[src/rtl/drumbit_audio_pkg.sv]
// Shared definitions for the drumbit audio path.
//   feeder_state_e : playback state of pwm_sample_feeder (IDLE, FILL, PLAY)
//   UNITY_GAIN     : gain code that leaves a sample unchanged
//   UNDERRUN_CNT_W : width of the saturating underrun counter
package drumbit_audio_pkg;

   typedef enum logic [1:0] {
      IDLE = 2'd0,
      FILL = 2'd1,
      PLAY = 2'd2
   } feeder_state_e;

   localparam int UNITY_GAIN     = 8;
   localparam int UNDERRUN_CNT_W = 8;

endpackage

[src/rtl/sync_fifo.sv]
// Single-clock FIFO with show-ahead head output and synchronous reset.
// Ports:
//   clk, rst     : clock and synchronous active-high reset
//   push, din    : write request and data; ignored while full
//   pop          : read request; ignored while empty
//   head         : entry at the read pointer (valid when !empty)
//   full, empty  : occupancy flags
//   level        : occupancy, 0..DEPTH
// DEPTH must be a power of two so the pointers wrap by plain overflow.
module sync_fifo #(
   parameter int WIDTH = 8,
   parameter int DEPTH = 4
) (
   input  logic                     clk,
   input  logic                     rst,
   input  logic                     push,
   input  logic [WIDTH-1:0]         din,
   input  logic                     pop,
   output logic [WIDTH-1:0]         head,
   output logic                     full,
   output logic                     empty,
   output logic [$clog2(DEPTH):0]   level
);

   localparam int AW = $clog2(DEPTH);

   logic [WIDTH-1:0] mem [DEPTH];
   logic [AW-1:0]    wr_ptr;
   logic [AW-1:0]    rd_ptr;
   logic [AW:0]      count;
   logic             do_push;
   logic             do_pop;

   assign do_push = push && !full;
   assign do_pop  = pop && !empty;

   assign full  = (count == (AW+1)'(DEPTH));
   assign empty = (count == '0);
   assign level = count;
   assign head  = mem[rd_ptr];

   // Storage is not reset; only the pointers and count define validity.
   always_ff @(posedge clk) begin
      if (do_push) begin
         mem[wr_ptr] <= din;
      end
   end

   always_ff @(posedge clk) begin
      if (rst) begin
         wr_ptr <= '0;
         rd_ptr <= '0;
         count  <= '0;
      end else begin
         if (do_push) begin
            wr_ptr <= wr_ptr + 1'b1;
         end
         if (do_pop) begin
            rd_ptr <= rd_ptr + 1'b1;
         end
         case ({do_push, do_pop})
            2'b10:   count <= count + 1'b1;
            2'b01:   count <= count - 1'b1;
            default: count <= count;
         endcase
      end
   end

endmodule

[src/rtl/pwm_sample_feeder.sv]
// Feeds scaled audio samples to the pwm block, one duty value per PWM period.
// Ports:
//   clk, rst        : clock and synchronous active-high reset
//   enable          : playback enable (shared with pwm.enable)
//   s_valid/s_ready : upstream handshake, s_sample is the unsigned sample
//   gain            : volume, duty = (sample*gain)>>3, saturated
//   pwm_counter     : counter of the downstream pwm instance
//   duty_cycle      : registered duty value for pwm.duty_cycle
//   level           : FIFO occupancy
//   underrun        : one-cycle pulse when a period ends with no sample
//   underrun_count  : saturating count of underruns
//   state           : current playback state, for observation
//
// Handshake: a sample transfers on any rising edge where s_valid && s_ready.
// s_ready depends only on the FIFO being non-full, never on s_valid, so the
// upstream may hold s_valid and s_sample stable until the transfer happens.
module pwm_sample_feeder
   import drumbit_audio_pkg::*;
#(
   parameter int CTRVAL = 256,
   parameter int CTRLEN = $clog2(CTRVAL),
   parameter int DEPTH  = 4,
   parameter int GAIN_W = 4
) (
   input  logic                         clk,
   input  logic                         rst,
   input  logic                         enable,
   input  logic                         s_valid,
   output logic                         s_ready,
   input  logic [CTRLEN-1:0]            s_sample,
   input  logic [GAIN_W-1:0]            gain,
   input  logic [CTRLEN-1:0]            pwm_counter,
   output logic [CTRLEN-1:0]            duty_cycle,
   output logic [$clog2(DEPTH):0]       level,
   output logic                         underrun,
   output logic [UNDERRUN_CNT_W-1:0]    underrun_count,
   output feeder_state_e                state
);

   localparam int LW         = $clog2(DEPTH) + 1;
   localparam int PW         = CTRLEN + GAIN_W;
   localparam int GAIN_SHIFT = $clog2(UNITY_GAIN);

   feeder_state_e     state_next;
   logic [CTRLEN-1:0] head;
   logic [CTRLEN-1:0] scaled;
   logic [CTRLEN-1:0] duty_next;
   logic [PW-1:0]     prod;
   logic [PW-1:0]     shifted;
   logic              fifo_full;
   logic              fifo_empty;
   logic              push;
   logic              pop;
   logic              period_end;
   logic              underrun_evt;

   assign s_ready    = !fifo_full;
   assign push       = s_valid && s_ready;
   assign period_end = enable && (pwm_counter == CTRLEN'(CTRVAL - 1));

   sync_fifo #(
      .WIDTH (CTRLEN),
      .DEPTH (DEPTH)
   ) u_fifo (
      .clk   (clk),
      .rst   (rst),
      .push  (push),
      .din   (s_sample),
      .pop   (pop),
      .head  (head),
      .full  (fifo_full),
      .empty (fifo_empty),
      .level (level)
   );

   // Gain stage works on the FIFO head so the value is ready before the pop.
   assign prod    = PW'(head) * PW'(gain);
   assign shifted = prod >> GAIN_SHIFT;
   assign scaled  = (shifted > PW'(CTRVAL - 1)) ? CTRLEN'(CTRVAL - 1)
                                                : shifted[CTRLEN-1:0];

   always_ff @(posedge clk) begin
      if (rst) begin
         state <= IDLE;
      end else begin
         state <= state_next;
      end
   end

   always_comb begin
      state_next   = state;
      duty_next    = duty_cycle;
      pop          = 1'b0;
      underrun_evt = 1'b0;
      if (!enable) begin
         state_next = IDLE;
         duty_next  = '0;
      end else begin
         case (state)
            IDLE: begin
               duty_next  = '0;
               state_next = FILL;
            end
            FILL: begin
               // level here is the occupancy after the previous edge's push.
               duty_next = '0;
               if (level >= LW'(DEPTH / 2)) begin
                  state_next = PLAY;
               end
            end
            PLAY: begin
               if (period_end) begin
                  if (!fifo_empty) begin
                     pop       = 1'b1;
                     duty_next = scaled;
                  end else begin
                     // Hold the last duty; a push this cycle is stored, not bypassed.
                     underrun_evt = 1'b1;
                  end
               end
            end
            default: begin
               state_next = IDLE;
               duty_next  = '0;
            end
         endcase
      end
   end

   always_ff @(posedge clk) begin
      if (rst) begin
         duty_cycle     <= '0;
         underrun       <= 1'b0;
         underrun_count <= '0;
      end else begin
         duty_cycle <= duty_next;
         underrun   <= underrun_evt;
         if (underrun_evt && (underrun_count != '1)) begin
            underrun_count <= underrun_count + 1'b1;
         end
      end
   end

endmodule

[config.mk]
export PLATFORM = sky130hd
export DESIGN_NAME = pwm_sample_feeder
export DESIGN_NICKNAME = d
export VERILOG_FILES = /design/src/rtl/drumbit_audio_pkg.sv /design/src/rtl/sync_fifo.sv /design/src/rtl/pwm_sample_feeder.sv
export SDC_FILE = /design/constraint.sdc
export NUM_CORES = 1
export LEC_CHECK = 0
export BUFFER_PORTS_ARGS = -buffer_cell sky130_fd_sc_hd__buf_2
export CAP_MARGIN = 20
export CORE_ASPECT_RATIO = 1.1
export CORE_MARGIN = 2
export CORE_UTILIZATION = 55
export CTS_CLUSTER_DIAMETER = 120
export CTS_CLUSTER_SIZE = 16
export DETAILED_ROUTE_END_ITERATION = 7
export GPL_TIMING_DRIVEN = 0
export PLACE_DENSITY = 0.77
export SYNTH_ARGS = -nofsm -noshare
export SYNTH_HDL_FRONTEND = slang
export SYNTH_SLANG_ARGS = --single-unit
[constraint.sdc]
create_clock -name clk -period 11.8 [get_ports clk]
set_clock_uncertainty 0.15 [all_clocks]
set_input_delay 1.77 -clock clk [delete_from_list [all_inputs] [get_ports clk]]
set_output_delay 1.77 -clock clk [all_outputs]
set_load 0.01 [all_outputs]
* Word level (Yosys, flattened, before mapping)
Memory sizes are Yosys's and may differ from the RTL's. A register that Yosys moved wholly into a read port is not among the register bits. Index checks and enable logic that the tools add are counted.
Cells by class: divide/modulo/power cells 0, $lt $le $gt $ge 2, $add $sub $neg 5, bitwise gates (word level) 3, eq/ne operators 8, reductions and logical operators 14, shifts and indexed selects 0, mux-type cells 16, $mul 1
Operators by type and width (count):
- multiplier 8 x 4 -> 12 bit | 1
- two-way mux 1 bit | 10
- > comparator 9 x 8 -> 1 bit, second input constant | 1
- adder 8 x 1 -> 8 bit, second input constant | 1
- == test 8 bit, second input constant | 1
- two-way mux 8 bit | 1
- != test 8 bit, second input constant | 1
- two-way mux 2 bit | 3
- case mux 2 bit (3 select lines) | 1
- case mux 3 bit (2 select lines) | 1
- logical AND 1 bit | 5
- adder 2 x 1 -> 2 bit, second input constant | 2
- == test 2 x 1 -> 1 bit, second input constant | 2
- == test 2 bit, second input constant | 2
- AND reduction 2 bit | 2
- adder 3 x 1 -> 3 bit, second input constant | 1
- == test 3 bit, second input constant | 1
- >= comparator 3 x 2 -> 1 bit, second input constant | 1
- logical NOT 3 bit | 1
- inverter 1 bit | 3
- OR reduction 3 bit | 1
- subtractor 3 x 1 -> 3 bit, second input constant | 1
- logical NOT 1 bit | 2
- logical NOT 2 bit | 1
- other kinds (3) | 3
Word-level totals: register bits 26, RAM bits 32, logic and storage cells 57, memories 1, input port bits 24, memory bits (read-only) 0, bits in latches 0, output and inout bits 23
Memories:
- u_fifo.mem | depth 4, width 8, read ports 1, clocked after Yosys merged registers in 1, write ports 1, RTL line sync_fifo.sv:27 | logic [WIDTH-1:0] mem [DEPTH];

* Logic depth before layout (Yosys ltp)
Gate-level depths: netlist (run 1).
depth in word-level cells 8, depth in mapped cells 14, depth with buffers taken out 13

* Hierarchy
From an unflattened synthesis (run 1), not the netlist that was laid out.
Unflattened totals: cell total of the unflattened synthesis 293, area total of the unflattened synthesis 3294.4 sq um
By module, submodules not included:
- pwm_sample_feeder | times used 1, seq. area each 380.4 sq um, area an instance 1659.1 sq um, cells an instance 197
- sync_fifo | times used 1, seq. area each 1141.1 sq um, area an instance 1635.3 sq um, cells an instance 96

* Least setup slack after synthesis (run 1)
Ideal clock, no wire load.
path type input -> register, from input port gain[3], to register duty_cycle[0], path slack 6853 ps, stages 12, arrival time 4663 ps, data required time 11517 ps, library setup time 133 ps, path buffers 0, cell sequence and2_1 fa_1 inv_1 fa_1 inv_1 ha_1 a211oi_1 o21bai_1 a21o_1 a221oi_4 mux2i_1 a21oi_1
Between the ends: longest elaborated chain between the ends 3
RTL lines:
- start, declared | RTL line pwm_sample_feeder.sv:31 | input logic [GAIN_W-1:0] gain,
- multiplier 8 x 4 -> 12 bit * | RTL line pwm_sample_feeder.sv:77 | assign prod = PW'(head) * PW'(gain);
- > comparator 9 x 8 -> 1 bit | RTL line pwm_sample_feeder.sv:79 | assign scaled = (shifted > PW'(CTRVAL - 1)) ? CTRLEN'(CTRVAL - 1)
- two-way mux 8 bit * | RTL line pwm_sample_feeder.sv:79
- end signal, assigned | RTL line pwm_sample_feeder.sv:136 | duty_cycle <= duty_next;
- end, declared | RTL line pwm_sample_feeder.sv:33 | output logic [CTRLEN-1:0] duty_cycle,
Mark *: on every way between the ends. The rest lies on a longest branch, timed or not. A chain may end at the register's enable or synchronous reset.

* Worst setup path in the final report (run 1)
Same ends and word-level chain as after synthesis.

==> metrics, run 1 <==
DRC viols=0; RSZ-0062 raised after global routing=no; Boundary Pins=47; initial core utilization=0.570; Post-Syn Area=3310 um^2; Setup Crit Path Kind=input pin to register; Num CTS Buffers=9; syn nets=about 350; Hold Crit Start=state[1]; relative max-transition margin=0.482; largest net degree at the start of global routing=12; most instantiated cells after synthesis=edfxtp_1 (32), dfxtp_1 (28), inv_1 (26); gr usage total=0.190; row cnt=29; Reg2Reg Depth=14; flops & latches, synth=60; Final #Nets=slightly above 400; remaining antenna violation count=0; final worst slack=a little under 7 ns; ys async rst share=0; Reg-to-Reg End=duty_cycle[0]; initial antenna violation count=0; hold buffer count at cts=0; Die Wd=78.0 um; final number of setup-violating endpoints=0; number of global-route vias before repair=2,192; DR WL/cell=approximately 13 um; Synth Flop Type=edfxtp_1; Setup TNS Final=0 ns; dpl ws=around 6.4 ns; Max Fclk=198 MHz; Worst setup startpoint=gain[3]; via count=between 2,000 and 2,500; status=complete, no violations; Seq/Total Area, Yosys=0.459; Hold Path Class=register to register; Mapped Avg Cell Area=about 11 um^2; Post-CTS Setup Inserts=0; synth top area cells=edfxtp_1 (29%), dfxtp_1 (17%), fa_1 (7.9%); Max FO, Critical Path=8; Iter 0 DRT Violations=62; clock sinks=60; Worst R2R Setup Slack=7.16 ns; n_diodes=0; P_leak=about 1.6 nW; CTS Buffer Depth=2; DRT Pass-1 Iters=4; VDD IR max=0.102 mV; DP HPWL=around 4.3 mm; Post-Syn Instances=~290; post-layout total power=between 0.5 and 0.6 mW; total of max-cap violations=0; die area=~6700 um^2; Hold Path End=state[0]; CTS resizes=0; synth warn=0; Area Overhead vs Synth=16.0%; final hold vios=0; number of synthesized flops with an enable pin=32; Worst Hold Depth=1; CTS root buffer=clkbuf_8; power density cells=around 140 nW/um^2; Tightest Pin Transition=slightly below 0.8 ns; RePlAce Congestion=0.850; Die Height=85.4 um; drt total wl=between 5 and 6 mm; via/cell ratio=5.21; fin crit period=about 5 ns; port buffer count=45; largest area contributor in the netlist=edfxtp_1; top-count cell post-synth=edfxtp_1; CTS tree=built; Clk Latency, worst-skew pair=around 0.34 ns; htree depth=3; core area=a little under 6000 um^2; first-pass GRT wire length=around 9.8 mm; CP Capture Type=register; crit path DAT=slightly above 5 ns; gr ovfl total=0; count of different cell masters after synthesis=39; Period Utilization, post-route=0.429; clock transition at the registers of the reported paths=0.07 ns; Yosys top cell area share=0.290; fin util=0.662; Critical Path Source Type=input pin; Required @ worst endpoint=roughly 12 ns; share of cells above drive strength 1=0.193; max-slew violation count=0
per-stage QoR:
stage | instance area (um^2) | std cells | hold WS (ns)
floorplan | 3310 | 291 | 0.319
global placement | 3630 | 413 | 0.319
detailed placement | 3630 | 413 | 0.330
finish | 3840 | 429 | 0.340
CTS | 3840 | 429 | 0.341
global route | 3840 | 429 | 0.366
area by class of cell:
cell class / count / area [um^2]
buffer: 6 / 31.3
clock inverter: 5 / 76.3
fill: 451 / 1960
tap: 77 / 96.3
sequential: 60 / 1520
inverter: 26 / 97.6
clock buffer: 11 / 131
timing repair buffer: 45 / 225
multi-input combinational: 199 / 1660
sequential cells by signal, indices dropped and copies added, names as in the netlist, named ones only:
signal and flops:
underrun 1, underrun_count 8, state 2, u_fifo.rd_ptr 2, duty_cycle 8, u_fifo.wr_ptr 2, u_fifo.level 3, u_fifo.mem 32
worst max path at each step:
stage                                to  cells past startpoint  slack [ns]
final                     duty_cycle[0]                     13        6.74
after global routing      duty_cycle[0]                     13        6.44
after CTS                 duty_cycle[0]                     13        6.74
after detailed placement  duty_cycle[0]                     13        6.38
after global placement    duty_cycle[7]                     13        6.45
after floorplan           duty_cycle[0]                     12        6.85
cell families after synthesis:
family,after synthesis,share of synthesized area
DFF,60,0.459
xor gates and xnor gates,17,0.0450
and+or+nand+nor,102,0.163
muxes,11,0.0691
adders and majority gates,33,0.154
AOI/OAI and AO/OA,36,0.0707
buffers and inverters,32,0.0389
routing by layer:
metal | vias up | routed length [um] | global-route usage | share of wire
li1 | 1122 | - | - | -
met5 | - | 0 | 0 | 0
met2 | 37 | 2860 | 0.326 | 0.50
met1 | 1071 | 2540 | 0.229 | 0.45
met4 | 0 | 76 | 0.0670 | 0.013
met3 | 7 | 209 | 0.0543 | 0.037
report_power, final:
| part | switching (mW) | leakage (nW) | internal [mW] |
|---|---|---|---|
| registers | 0.00285 | 0.520 | 0.227 |
| logic | 0.0553 | 1.02 | 0.0407 |
| clock network | 0.0767 | 0.108 | 0.118 |
cells in the final DEF, fill, tap and decap left out, types with 2 or more instances in the layout:
cell type   n
buf_2      45
edfxtp_1   32
dfxtp_1    28
inv_1      26
and2_1     24
nor2_1     24
nand2_1    21
ha_1       20
o21ai_0    13
a21oi_1    13
fa_1       13
xor2_1     11
clkbuf_8    9
and3_1      7
xnor2_1     6
clkbuf_1    6
nand2b_1    6
mux4_1      5
nand4_1     4
nand3_1     4
nor3_1      4
mux4_2      3
mux2i_1     3
a21o_1      2
nor3b_1     2
clkinv_2    2
bufinv_16   2
worst max-delay path, cell delays in order:
cell and delay, ns:
buf_2 0.14, and2_1 0.16, fa_1 0.53, inv_1 0.05, fa_1 0.53, inv_1 0.04
ha_1 0.33, a211oi_1 0.25, o21bai_1 0.13, a21o_1 0.21, a221oi_4 0.26, mux2i_1 0.54
a21oi_1 0.15
(Power assumes the default switching activity.)
==> run 2, diff against run 1 <==
--- a/config.mk
+++ b/config.mk
@@ -5,6 +5,7 @@
 export SDC_FILE = /design/constraint.sdc
 export NUM_CORES = 1
 export LEC_CHECK = 0
+export ABC_AREA = 1
 export BUFFER_PORTS_ARGS = -buffer_cell sky130_fd_sc_hd__buf_2
 export CAP_MARGIN = 20
 export CORE_ASPECT_RATIO = 1.1
==> constraint.sdc (replaced) <==
create_clock -name clk -period 5 [get_ports clk]
set_clock_uncertainty 0.15 [all_clocks]
set_input_delay 0.75 -clock clk [delete_from_list [all_inputs] [get_ports clk]]
set_output_delay 0.75 -clock clk [all_outputs]
set_load 0.01 [all_outputs]
==> run 2 against run 1 <==
Global-route usage up 2.8 points. Clock power grew to 2.6 times the previous value. Die area is 5.5% higher. Power rose by 140%. Non-clock buffer count grew 1. Combinational power up 140%. Utilization hardly changed. Clock-buffer cell count is 1 higher. Synthesized area up 5.8%. Via count rose by 24%. Synthesized cell count rose by 36%. Register-to-register slack lost 6.2 ns.
==> metrics, run 2 <==
Critical Path Max Stage Delay=roughly 0.52 ns; count of different cell masters after synthesis=37; n_diodes=0; Pint=~0.92 mW; final hold slack=approximately 0.30 ns; share of cells above drive strength 1=0.203; combinational share of power=0.178; Max Fclk=248 MHz; CTS Buffer Depth=2; Final #Nets=510; area share of and/or/nand/nor cells after synthesis=0.250; CP Capture Type=register; Boundary Pins=47; Inst Count DP=around 520; die area=7020 um^2; most instantiated cells after synthesis=nand2_1 (67), inv_1 (55), nor2_1 (49); Mapped Avg Cell Area=8.85 um^2; initial core utilization=0.569; gr usage total=0.218; Iter 0 DRT Violations=111; via/cell ratio=between 5 and 6; CTS root buffer=clkbuf_8; DRC viols=0; multi-input logic area=1710 um^2; RePlAce Congestion=between 0.9 and 1; VDD IR max=about 0.2 mV; Top Registers=u_fifo.mem (32), duty_cycle (8), underrun_count (8); Die Wd=roughly 80 um; Clk Latency, worst-skew pair=0.34 ns; final hold vios=0; power density cells=~310 nW/um^2; initial antenna violation count=0; fillers=506; Area Overhead vs Synth=16.3%; clock sinks=60; crit path DAT=4.12 ns; CTS resizes=0; sw frac=0.272; Post-CTS Setup Inserts=0; Net Sw Power=around 0.35 mW; crit-path leading delay family=adder cells; register area=approximately 1500 um^2; gr ovfl total=0; syn nets=around 450; status=complete, no violations; top-count cell post-synth=nand2_1; row cnt=30; htree depth=3; Post-Syn Area=roughly 3500 um^2; adder-cell area share of the yosys netlist=0.146; DRT Pass-1 Iters=4; remaining antenna violation count=0; clock share of power=0.395; Num CTS Buffers=9; Yosys top cell area share=0.274; Largest register FFs=32; post-route cell area=4070 um^2; Hold Path Class=register to register; DP Area=3830 um^2; max-slew violation count=0; DR WL/cell=12.7 um; largest area contributor in the netlist=edfxtp_1; Flop pwr share=0.427; clock transition at the registers of the reported paths=around 0.07 ns; Reg with most FFs=u_fifo.mem; worst path cell trace=buf_6 -> inv_6 -> clkbuf_1 -> nand2_1 -> nand3_1 -> nand2_1 -> nor2_1 -> fa_1 -> inv_1 -> fa_1 -> inv_1 -> ha_1 -> a21oi_1 -> o21ai_1 -> a21oi_1 -> nand3b_2 -> nand2_4 -> nand4_1 -> nand2_1 -> inv_1; synth warn=0; Worst R2R Setup Slack=0.97 ns; RSZ-0062 raised after global routing=no; number of global-route vias before repair=around 2,700; commonest non-fill, non-tap cells in the layout=nand2_1 (67), inv_1 (55), nor2_1 (49); relative max-transition margin=0.478; flops & latches, synth=60; port buffer count=between 40 and 50; Max FO, Critical Path=10; number of synthesized flops with an enable pin=32; commonest non-fill, non-tap cell in the layout=nand2_1; Setup Crit Path Kind=register to register; post-synthesis mux area share=0; slowest stage cell, crit path=fa_1; core area=~6200 um^2; drt total wl=between 6 and 7 mm; final number of setup-violating endpoints=0; Die Height=roughly 88 um; fin crit period=4.03 ns; Synth Flop Type=edfxtp_1; largest net degree at the start of global routing=12; P_leak=1.85 nW; Crit path buffers/inverters=6; Required @ worst endpoint=a little over 5 ns; XOR/XNOR Fraction of Synth Area=0.0125; Synth Area in Compound Gates=0.0786; Finished Layout Cells=between 500 and 600; Post-Syn Instances=396; total of max-cap violations=0; CTS tree=built; hold buffer count at cts=0; Tightest Pin Transition=0.780 ns; Setup TNS Final=0 ns; ys async rst share=0; synth top area cells=edfxtp_1 (27%), dfxtp_1 (16%), fa_1 (7.4%); Critical Path Source Type=register; via count=2,778; first-pass GRT wire length=approximately 12 mm; Seq/Total Area, Yosys=0.434; DP HPWL=around 5.3 mm; Period Utilization, post-route=0.806; largest family of logic cells by synthesized area=simple AND/OR/NAND/NOR gates
-- run 2: changes by cell type in the layout (fill, tap and decap cells not counted), sizes merged, moves of 4 or more --
cell	previous run	this run
mux4	8	0
nand2	21	73
a21oi	14	20
nand4	5	9
nand3	4	38
and3	7	1
nand2b	6	0
xor2	11	2
nor2	24	51
o211ai	0	5
and2	24	0
inv	27	62
-- run 2: logic make-up (layout without fill, tap and decap cells) --
logic type	count (synthesis)	count (layout)
AND/OR/NAND/NOR	181	181
AO/OA/AOI/OAI	49	49
buffers and inverters	68	130
flip-flops	60	60
XOR/XNOR	5	5
adder cells (fa/ha/maj)	33	33
-- run 2: metal layers --
metal / vias to the layer above / share of wire / GRT usage
li1: 1427 / - / -
met1: 1274 / 0.44 / 0.260
met2: 64 / 0.51 / 0.385
met3: 13 / 0.039 / 0.0515
met4: 0 / 0.017 / 0.0755
met5: - / 0 / 0
-- run 2: final timing paths --
path,start,to,cells after the start
setup reg to reg,register,duty_cycle[6],20
setup / recovery,register,duty_cycle[6],20
hold / removal,u_fifo.rd_ptr[1],u_fifo.rd_ptr[1],1
hold reg to reg,u_fifo.rd_ptr[1],u_fifo.rd_ptr[1],1
-- run 2: power groups by stage --
| stage | Combinational, mW | Sequential (mW) | Clock (mW) |
|---|---|---|---|
| 3_5_place_dp | 0.227 | 0.552 | 0 |
| 2_1_floorplan | 0.171 | 0.552 | 0 |
| 4_1_cts | 0.229 | 0.541 | 0.512 |
| 3_3_place_gp | 0.222 | 0.552 | 0 |
| 6_report | 0.226 | 0.541 | 0.500 |
| 5_1_grt | 0.262 | 0.542 | 0.536 |
-- run 2: area by class of cell --
class,instances,area share
Tap cell,80,0.0246
Inverter,62,0.0590
Clock buffer,12,0.0461
Buffer,6,0.00860
Multi-Input combinational cell,268,0.419
Clock inverter,4,0.0126
Timing Repair Buffer,46,0.0565
Sequential cell,60,0.374
-- run 2: worst register-to-register path, cell delays in order (launching register included) --
cell and delay [ns]:
dfxtp_1 0.33, buf_6 0.14, inv_6 0.05, clkbuf_1 0.22
nand2_1 0.11, nand3_1 0.13, nand2_1 0.15, nor2_1 0.07
fa_1 0.50, inv_1 0.05, fa_1 0.52, inv_1 0.04
ha_1 0.34, a21oi_1 0.26, o21ai_1 0.12, a21oi_1 0.22
nand3b_2 0.12, nand2_4 0.14, nand4_1 0.13, nand2_1 0.08
inv_1 0.04
-- run 2: per-stage QoR --
| stage | utilization | worst slack (ns) | power, mW |
|---|---|---|---|
| after CTS | 0.662 | 0.987 | 1.28 |
| after detailed placement | 0.623 | 0.980 | 0.779 |
| after global routing | 0.662 | 0.634 | 1.34 |
| final | 0.662 | 0.972 | 1.27 |
| after global placement | 0.623 | 1.05 | 0.773 |
| after floorplan | - | 1.40 | 0.723 |
==> run 3, diff against run 2 <==
--- a/config.mk
+++ b/config.mk
@@ -10,12 +10,12 @@
 export CAP_MARGIN = 20
 export CORE_ASPECT_RATIO = 1.1
 export CORE_MARGIN = 2
-export CORE_UTILIZATION = 55
+export CORE_UTILIZATION = 52
 export CTS_CLUSTER_DIAMETER = 120
 export CTS_CLUSTER_SIZE = 16
 export DETAILED_ROUTE_END_ITERATION = 7
 export GPL_TIMING_DRIVEN = 0
-export PLACE_DENSITY = 0.77
+export PLACE_DENSITY = 0.76
 export SYNTH_ARGS = -nofsm -noshare
 export SYNTH_HDL_FRONTEND = slang
 export SYNTH_SLANG_ARGS = --single-unit
==> constraint.sdc (replaced) <==
create_clock -name clk -period 3.5 [get_ports clk]
set_clock_uncertainty 0.15 [all_clocks]
set_input_delay 0.525 -clock clk [delete_from_list [all_inputs] [get_ports clk]]
set_output_delay 0.525 -clock clk [all_outputs]
set_load 0.01 [all_outputs]
==> run 3 against run 2 <==
The run now ends with setup timing left. Clock power increased by 30%. Design area rose by 11%. Worst hold slack worse by 0.039 ns.
==> metrics, run 3 (synthesis gave the netlist of run 2 again) <==
n_diodes=0; Tightest Pin Transition=slightly above 0.8 ns; drt total wl=roughly 8.1 mm; post-route cell area=4530 um^2; Iter 0 DRT Violations=133; P_leak=roughly 2 nW; total of max-cap violations=0; via count=slightly below 3,000; initial antenna violation count=0; Die Wd=82.3 um; via/cell ratio=approximately 5.3; fin crit period=3.61 ns; row cnt=31; power density cells=426 nW/um^2; clock sinks=60; CTS root buffer=clkbuf_8; CTS Buffer Depth=2; Inst Count DP=approximately 520; remaining antenna violation count=0; Area Overhead vs Synth=29.4%; commonest non-fill, non-tap cells in the layout=inv_1 (49), buf_2 (47), nand2_1 (46); combinational share of power=0.260; Boundary Pins=47; gr ovfl total=0; Critical Path Source Type=register; DRT Pass-1 Iters=4; first-pass GRT wire length=between 10 and 15 mm; status=finished with violations; die area=between 7000 and 8000 um^2; DR WL/cell=roughly 14 um; DP Area=about 3800 um^2; crit path DAT=between 3 and 4 ns; final hold slack=between 0.2 and 0.3 ns; final number of setup-violating endpoints=6; Clk Latency, worst-skew pair=0.33 ns; port buffer count=46; Final #Nets=between 500 and 600; max-slew violation count=0; Required @ worst endpoint=roughly 3.6 ns; relative max-transition margin=0.452; gr usage total=0.224; Setup Crit Path Kind=register to register; Num CTS Buffers=9; core area=between 6000 and 7000 um^2; Finished Layout Cells=about 560; RSZ-0062 raised after global routing=yes; final hold vios=0; CP Capture Type=register; final worst slack=-0.106 ns; failing checks=setup timing; Largest register FFs=32; hold buffer count at cts=0; Top Registers=u_fifo.mem (32), duty_cycle (8), underrun_count (8); Net Sw Power=between 0.5 and 0.6 mW; share of cells above drive strength 1=0.353; Hold Path Class=input pin to register; Reg with most FFs=u_fifo.mem; RePlAce Congestion=between 0.9 and 1; htree depth=3; DP HPWL=between 5 and 6 mm; Max FO, Critical Path=10; Die Height=around 90 um; Flop pwr share=0.402; VDD IR max=0.363 mV; CTS tree=built; initial core utilization=0.534; Period Utilization, post-route=1.03; Max Fclk=277 MHz; largest net degree at the start of global routing=11; number of global-route vias before repair=roughly 2,900; dpl ws=-0.347 ns; Pint=approximately 1.4 mW; clock transition at the registers of the reported paths=about 0.07 ns; commonest non-fill, non-tap cell in the layout=inv_1; DRC viols=0; clock share of power=0.338; sw frac=0.285; post-layout total power=~1.9 mW
-- run 3: cell types whose count changed in the layout (fill, tap and decap cells not counted), sizes merged --
cell / previous run / this run
buf: 49 / 67
bufinv: 1 / 2
clkbuf: 15 / 14
-- run 3: timing repair --
| action | in CTS | in global routing |
|---|---|---|
| setup buffers | 12 | 5 |
| gates resized for setup | 42 | 40 |
| gates cloned | 0 | 1 |
| pin swaps | 13 | 26 |
| endpoints found under the setup margin | 8 | 8 |
-- run 3: metrics by stage --
step	utilization	setup TNS [ns]
floorplan	-	0
global placement	0.587	-2.10
detailed placement	0.587	-2.44
CTS	0.661	-0.0134
global route	0.692	-2.07
finish	0.692	-0.547
-- run 3: worst paths after layout --
check	cells past startpoint	end	from	slack, ns
worst max register to register	20	duty_cycle[0]	register	-0.11
worst min register to register	1	register	u_fifo.rd_ptr[1]	0.32
worst max-delay path	20	duty_cycle[0]	register	-0.11
worst min-delay path	1	u_fifo.mem[2][0]	s_sample[0]	0.26
-- run 3: power by group through the flow --
stage | combinational [mW] | sequential [mW] | clock (mW)
CTS | 0.434 | 0.774 | 0.653
global route | 0.554 | 0.777 | 0.694
global placement | 0.326 | 0.788 | 0
finish | 0.502 | 0.775 | 0.652
floorplan | 0.247 | 0.788 | 0
detailed placement | 0.334 | 0.789 | 0
-- run 3: area by class of cell --
cell class / instances / area, um^2
clock buffer: 11 / 131
buffer: 6 / 66.3
tap: 82 / 103
clock inverter: 5 / 76.3
multi-input combinational: 268 / 2020
fill: 491 / 2020
sequential: 60 / 1520
inverter: 62 / 248
timing repair buffer: 64 / 369
-- run 3: critical path, cell delays in order (launching register included) --
cell	delay, ns
dfxtp_2	0.32
buf_6	0.13
clkbuf_8	0.17
nand2_2	0.10
nand3_4	0.11
nand2_4	0.09
nor2_1	0.05
fa_1	0.53
inv_1	0.05
fa_1	0.54
inv_2	0.05
ha_4	0.30
nand2_1	0.11
o21ai_2	0.22
a21oi_2	0.11
nand2_2	0.07
nand2_2	0.06
nand2_4	0.11
nand3_2	0.08
o211ai_1	0.09
inv_1	0.05
-- run 3: routing by layer --
| layer | track usage | vias to the layer above | routed length [um] |
|---|---|---|---|
| met5 | 0 | - | 0 |
| met4 | 0.100 | 0 | 239 |
| met3 | 0.0442 | 21 | 313 |
| met2 | 0.370 | 61 | 4250 |
| met1 | 0.278 | 1400 | 3280 |
| li1 | - | 1458 | - |
